File: src/rtl/map_line_fetcher.sv
// map_line_fetcher: per-scanline tile number fetch from map/status RAM
// into a double-buffered line buffer read by the pixel renderer.
//
// Ports:
//   clock, reset (async, active-low)
//   line_start, line_y           : start fetch for next line, swap buffers
//   map_a_read/row/col/data      : map RAM port a (data 1 clk after read)
//   status_a_read/col/data       : status RAM port a (data 1 clk after read)
//   disp_col -> disp_tile        : registered front-buffer read, 1 clk
//   busy, overrun, overrun_clear : fetch activity and sticky overrun flag
module map_line_fetcher #(
    parameter int TILE_SHIFT  = 4,
    parameter int STATUS_ROWS = 1,
    parameter int Y_WIDTH     = 10
) (
    input  logic               clock,
    input  logic               reset,
    input  logic               line_start,
    input  logic [Y_WIDTH-1:0] line_y,
    output logic               map_a_read,
    output logic [4:0]         map_a_row,
    output logic [4:0]         map_a_col,
    input  logic [7:0]         map_a_data,
    output logic               status_a_read,
    output logic [4:0]         status_a_col,
    input  logic [7:0]         status_a_data,
    input  logic [4:0]         disp_col,
    output logic [7:0]         disp_tile,
    output logic               busy,
    output logic               overrun,
    input  logic               overrun_clear
);

    localparam logic [Y_WIDTH-1:0] LP_SROWS = Y_WIDTH'(STATUS_ROWS);

    typedef enum logic [1:0] {
        S_IDLE,
        S_FETCH,
        S_DRAIN
    } state_t;

    state_t       r_state;
    state_t       w_next;
    logic [4:0]   r_col;
    logic [4:0]   r_row;
    logic         r_src;
    logic         r_sel;
    logic         r_cap_vld;
    logic [4:0]   r_cap_col;
    logic         r_overrun;
    logic [7:0]   r_disp;
    logic [7:0]   r_buf0 [0:31];
    logic [7:0]   r_buf1 [0:31];

    logic         w_is_status;
    logic [4:0]   w_row;
    logic         w_cap_we;
    logic [7:0]   w_cap_data;

    assign w_is_status = (line_y >> TILE_SHIFT) < LP_SROWS;
    assign w_row       = line_y[TILE_SHIFT+4:TILE_SHIFT];
    // A line_start drops any in-flight capture so the new back
    // buffer never receives data from the aborted fetch.
    assign w_cap_we    = r_cap_vld && !line_start;
    assign w_cap_data  = r_src ? status_a_data : map_a_data;

    always_comb begin
        w_next = r_state;
        if (line_start) begin
            w_next = S_FETCH;
        end else begin
            unique case (r_state)
                S_FETCH: if (r_col == 5'd31) w_next = S_DRAIN;
                S_DRAIN: w_next = S_IDLE;
                default: w_next = r_state;
            endcase
        end
    end

    always_ff @(posedge clock or negedge reset) begin
        if (!reset) begin
            r_state <= S_IDLE;
        end else begin
            r_state <= w_next;
        end
    end

    always_ff @(posedge clock or negedge reset) begin
        if (!reset) begin
            r_col     <= '0;
            r_row     <= '0;
            r_src     <= 1'b0;
            r_sel     <= 1'b0;
            r_cap_vld <= 1'b0;
            r_cap_col <= '0;
            r_overrun <= 1'b0;
            r_disp    <= '0;
        end else begin
            // Uses the select before any swap this clock.
            r_disp    <= r_sel ? r_buf1[disp_col] : r_buf0[disp_col];
            r_cap_vld <= (r_state == S_FETCH) && !line_start;
            r_cap_col <= r_col;
            if (line_start && (r_state != S_IDLE)) begin
                r_overrun <= 1'b1;
            end else if (overrun_clear) begin
                r_overrun <= 1'b0;
            end
            if (line_start) begin
                r_sel <= ~r_sel;
                r_row <= w_row;
                r_src <= w_is_status;
                r_col <= '0;
            end else if ((r_state == S_FETCH) && (r_col != 5'd31)) begin
                r_col <= r_col + 5'd1;
            end
        end
    end

    // Line buffers hold no reset; back buffer is the one not selected.
    always_ff @(posedge clock) begin
        if (w_cap_we) begin
            if (r_sel) begin
                r_buf0[r_cap_col] <= w_cap_data;
            end else begin
                r_buf1[r_cap_col] <= w_cap_data;
            end
        end
    end

    assign map_a_read    = (r_state == S_FETCH) && !r_src;
    assign status_a_read = (r_state == S_FETCH) && r_src;
    assign map_a_row     = r_row;
    assign map_a_col     = r_col;
    assign status_a_col  = r_col;
    assign busy          = (r_state != S_IDLE);
    assign overrun       = r_overrun;
    assign disp_tile     = r_disp;

endmodule

File: config.mk
export PLATFORM = sky130hd
export DESIGN_NAME = map_line_fetcher
export DESIGN_NICKNAME = d
export VERILOG_FILES = /design/src/rtl/map_line_fetcher.sv
export SDC_FILE = /design/constraint.sdc
export NUM_CORES = 1
export LEC_CHECK = 0
export CORE_ASPECT_RATIO = 0.5
export CORE_MARGIN = 1.5
export CORE_UTILIZATION = 60
export DETAILED_ROUTE_END_ITERATION = 16
export DONT_BUFFER_PORTS = 1
export PLACE_DENSITY = 0.85
export REMOVE_ABC_BUFFERS = 1
export SLEW_MARGIN = 20
export SYNTH_ARGS = -nofsm -noshare
export SYNTH_HDL_FRONTEND = slang
export SYNTH_SLANG_ARGS = --single-unit
File: constraint.sdc
create_clock -name clock -period 2.5 [get_ports clock]
set_input_delay 0.5 -clock clock [delete_from_list [all_inputs] [get_ports clock]]
set_output_delay 0.5 -clock clock [all_outputs]
set_load 0.01 [all_outputs]
=== Word-level counts from Yosys, hierarchy flattened ===
Memory sizes are Yosys's and may differ from the RTL's.
Cells that the tools add are included.

* $add $sub $neg: 1
* Order comparisons: 1
* Equality and inequality tests: 5
* Mux-type cells: 15
* Bitwise logic cells: 1
* Reduce and logical (&&, ||, !) cells: 13

{| class="wikitable"
|+ Operators with widths
! cell !! number
|-
| 2-to-1 mux 8 bit || 2
|-
| 2-to-1 mux 5 bit || 2
|-
| 2-to-1 mux 1 bit || 8
|-
| logical AND 1 bit || 6
|-
| less-than comparator 6 x 1 -> 1 bit, second input constant || 1
|-
| nonzero test 2 bit || 3
|-
| adder 5 x 1 -> 5 bit, second input constant || 1
|-
| == test 5 bit, second input constant || 1
|-
| != test 5 bit, second input constant || 1
|-
| 2-to-1 mux 2 bit || 2
|-
| one-hot mux 2 bit (2 select lines) || 1
|-
| != test 3 bit, second input constant || 1
|-
| nonzero test 3 bit || 1
|-
| == test 2 x 1 -> 1 bit, second input constant || 1
|-
| == test 2 bit, second input constant || 1
|-
| zero test 1 bit || 2
|-
| AND reduction 2 bit || 1
|-
| NOT 1 bit || 1
|}

* Flip-flop bits (word level): 29
* RAM bits: 512
* Input port bits: 35
* Output and inout port bits: 27
* Word-level logic and storage cells: 47
* Memories kept: 2

{| class="wikitable"
|+ Memories
! memory !! depth !! width !! rd ports !! clocked after memory_dff !! write ports !! line !! text
|-
| r_buf0 || 32 || 8 || 1 || 0 || 1 || 52 || <nowiki>logic [7:0] r_buf0 [0:31];</nowiki>
|-
| r_buf1 || 32 || 8 || 1 || 0 || 1 || 53 || <nowiki>logic [7:0] r_buf1 [0:31];</nowiki>
|}

=== Depth between registers and ports, before layout ===
* Depth after elaboration: 4
* Depth in mapped cells: 8
* Gate-level depth less buffers: 7

=== Least setup slack after synthesis ===
Ideal clock, no wire load.

* Path kind: in2reg
* From: input port disp_col[1]
* To: register r_disp[6], in the netlist disp_tile[6]
* Library setup time: 126 ps
* Arrival time: 2,042 ps
* Setup slack: 332 ps
* Stages on the path: 7
* Path buffers: 3
* Cell sequence: buf_4 > buf_2 > clkbuf_1 > mux4_2 > a22oi_1 > nand2_1 > a221o_1

* Cells in the longest elaborated chain, start to end: 2
* Elaborated cells on any way between the ends: 3

{| class="wikitable"
|+ RTL lines
! element !! line !! text
|-
| from (decl) || 27 || <nowiki>input logic [4:0] disp_col,</nowiki>
|-
| memory (32 x 8 bit), on equally long branches || n/a ||
|-
| 2-to-1 mux 8 bit (*) || 100 || <nowiki>r_disp <= r_sel ? r_buf1[disp_col] : r_buf0[disp_col];</nowiki>
|-
| to (signal assigned) || 100 ||
|-
| to (decl) || 51 || <nowiki>logic [7:0] r_disp;</nowiki>
|}

Every way passes the cells marked *; elsewhere a longest branch is shown, timed or not.
A chain may end at the register's enable or synchronous reset.

=== Worst setup path after layout ===
* From: register r_cap_col[1]
* To: memory r_buf1[28][6] (enable)

{| class="wikitable"
|+ RTL lines
! element !! line !! text
|-
| from (decl) || 49 || <nowiki>logic [4:0] r_cap_col;</nowiki>
|-
| from (signal assigned) || 102 || <nowiki>r_cap_col <= r_col;</nowiki>
|-
| to (decl) || 53 ||
|}

Straight into the memory's write port.

==> impl_metrics.py <==
metrics = {
    "synth": {
        "seq_area_frac_synth_pct": 76.79,
        "synth.distinct_cells": 48,
        "ys_warn_count": 0,
        "netlist_area_sq_mm": 0.02097,
        "synth-main-ff-cell": "edfxtp_1",
        "synth-async-reset-ratio_pct": 5.360,
        "synth.avg_cell_area_sq_um": 21.07,
        "synth_seq_cells": 541,
        "synth_edf_count": 512,
        "syn_inst": 995,
    },
    "route": {
        "viasPerCell": 7.091,
        "via_count": 11190,
        "wl_per_cell_um": 32.79,
        "drt_iter0_drc": 1897,
        "drc": 0,
        "ant_nets": 0,
        "drt-total-wl_mm": 51.75,
        "firstDrtPassIters": 7,
    },
    "critical_path": {
        "cp-end-kind": "flop",
        "r2r_setup_slack_ns": 0.34,
        "cp.arrival_ns": 2.45,
        "critPathKind": "flop to flop",
        "worstSetupStartpointType": "flop",
        "reg2regPathDepth": 4,
        "r2r-start": "r_cap_col[1]$_DFF_PN0_",
        "endpoint": "r_buf1[28][6]$_DFFE_PP_",
        "setup.worst_path.start": "r_cap_col[1]$_DFF_PN0_",
        "cp_max_fo": 6,
        "cp_data_required_time_ns": 2.79,
        "r2r-end": "r_buf1[28][6]$_DFFE_PP_",
    },
    "floorplanning": {
        "die_h_um": 135.2,
        "core_sq_mm": 0.03441,
        "die_w_um": 267.4,
        "start_util_pct": 60.93,
        "rows": 48,
        "pin_count": 62,
        "die_area_sq_mm": 0.03614,
    },
    "cells_and_area": {
        "drive_gt1_share_pct": 25.29,
        "n_antenna_cell": 0,
        "fill_cells": 1838,
        "areaGrowthSynthToFinish_pct": 11.23,
        "fin_area_sq_mm": 0.02332,
        "nets": 1103,
        "final_cell_mix": "512 x edfxtp_1, 119 x mux4_2, 83 x nor2_1",
        "final_common_cell": "edfxtp_1",
    },
    "timing": {
        "rsz0062_at_grt": "no",
        "fin_crit_ns": 2.161,
        "slew_violations": 0,
        "period_share_pct": 86.46,
        "tns_ns": 0,
        "fin_skew_ns": 0.01992,
        "setup_viol": 0,
        "slew_headroom_pct": 45.52,
        "hold_viol": 0,
        "max_freq_mhz": 462.7,
        "worstMarginPinSlew_ns": 0.8172,
    },
    "place": {
        "place_congestion": 0.8219,
        "dpl_cell_area_sq_mm": 0.02179,
        "dp_hpwl_mm": 26.65,
        "portBuffers": 0,
    },
    "global_route": {
        "grt-ovfl-total": 0,
        "grt_pass1_vias": 11210,
        "antenna_found_initial": 0,
        "grt_max_degree": 129,
        "grt_pass1_wl_mm": 74.93,
        "grt_usage_pct": 29.30,
    },
    "power": {
        "fin_total_pwr_uw": 18270,
        "p_per_area_mw_per_mm2": 783.4,
        "total_leakage_power_uw": 0.007454,
        "ir_drop_uv": 451.1,
    },
    "min_path": {
        "hp-class": "primary input to flop",
    },
    "clock_network": {
        "cts_tree": "built",
        "clkLatencyLatePin_ns": 0.58,
        "htree_levels": 2,
        "post_cts_resized": 0,
        "clock-sinks": 541,
        "cts_buffers": 46,
        "clockBufferDepth": 3,
        "post-cts-setup-buffer-count": 0,
        "path_clk_slew_ns": 0.07,
        "clockRootBuffer": "clkbuf_16",
    },
    "run_status": {
        "outcome": "complete, no violations",
    },
    "flow_run": {
        "drv_cap": 0,
    },
}
-- final cells by class --
type	count	area (sq um)	area share [%]
flip-flops and latches	541	16100	69.04
multi-input cells	396	4552	19.52
clock buffers	61	1291	5.537
repair buffers	79	610.6	2.618
well taps	475	594.3	2.549
clock inverters	24	163.9	0.7029
inverters	2	7.507	0.03219
-- power breakdown --
group | switching, uW | internal (uW)
clock network | 3200 | 3850
logic | 642 | 384
registers | 138 | 10100
-- how the worst min path moves through the flow --
stage	to	from	depth (start not counted)	slack (ns)
after global routing	r_state[0]$_DFFE_PN0P_	line_start	1	0.03
after CTS	r_sel$_DFFE_PN0P_	line_start	1	0.01
final	r_sel$_DFFE_PN0P_	line_start	1	0.03
after floorplan	disp_tile[0]$_DFF_PN0_	reset	0	0.20
after global placement	overrun$_DFFE_PN0P_	reset	0	0.20
after detailed placement	map_a_row[0]$_DFFE_PN0P_	reset	0	0.20
-- metal layers --
metal  vias to the layer above  GRT usage, %  wire, um
met5                         -             0         0
met4                         0         13.07      2904
met3                       234         5.307      5963
met2                      1012         47.56     24750
met1                      5671         39.82     18120
li1                       4272             -         -
-- metrics by stage --
stage               hold WS [ns]  setup slack, ns  utilization (%)  std cells
floorplan                 0.2044           0.5848                -        939
global placement          0.2050           0.2040            63.33       1490
detailed placement        0.2049           0.2141            63.33       1490
CTS                      0.01391           0.3068            67.68       1578
global route             0.02604           0.2315            67.76       1578
finish                   0.02761           0.3386            67.76       1578
-- cells in the mapped netlist (4+ instances only) --
master,n,share of area (%)
o21ai_1,6,0.14
a21oi_1,8,0.19
mux4_2,119,13
or2_2,4,0.12
nand2b_1,5,0.15
o211ai_1,4,0.14
a221o_1,5,0.24
nand2_1,27,0.48
dfrtp_1,29,3.5
o22ai_1,13,0.39
buf_4,7,0.25
nor2_1,83,1.5
clkbuf_1,25,0.45
mux2_2,14,0.75
o22a_1,7,0.29
nor2b_1,6,0.18
a211oi_1,4,0.14
buf_1,4,0.072
buf_6,10,0.54
nand3b_1,6,0.21
buf_2,8,0.19
mux4_1,9,1.1
nor4_1,4,0.12
edfxtp_1,512,73
a22oi_1,32,1.1
o32a_1,4,0.19
o32ai_1,4,0.17
-- timing repair --
| action | CTS | global route |
|---|---|---|
| hold buffers | 3 | 0 |
| endpoints found under the setup margin | 0 | 0 |
| hold endpoints to repair | 36 | 0 |
-- cells by family after synthesis --
family                   Yosys count  share of synthesized area [%]
AO/OA/AOI/OAI                     97                          3.378
buffers and inverters             58                          1.641
adder cells (fa/ha/maj)            2                         0.1193
multiplexers                     142                          14.66
flip-flops                       541                          76.79
AND/OR/NAND/NOR                  151                          3.240
XOR/XNOR                           4                         0.1671
-- sequential cells by signal, summed over array words and instances, names as in the netlist --
register and cells:
r_src 1, r_cap_vld 1, disp_tile 8, overrun 1, r_state 2, r_buf0 256
map_a_col 5, map_a_row 5, r_buf1 256, r_sel 1, r_cap_col 5
-- worst max-delay path, stage by stage (launching register included) --
cell	delay, ns
dfrtp_1	0.44
nor3b_1	0.32
nand2_1	0.39
nor2_1	0.47
buf_4	0.24
(Power assumes the default switching activity.)
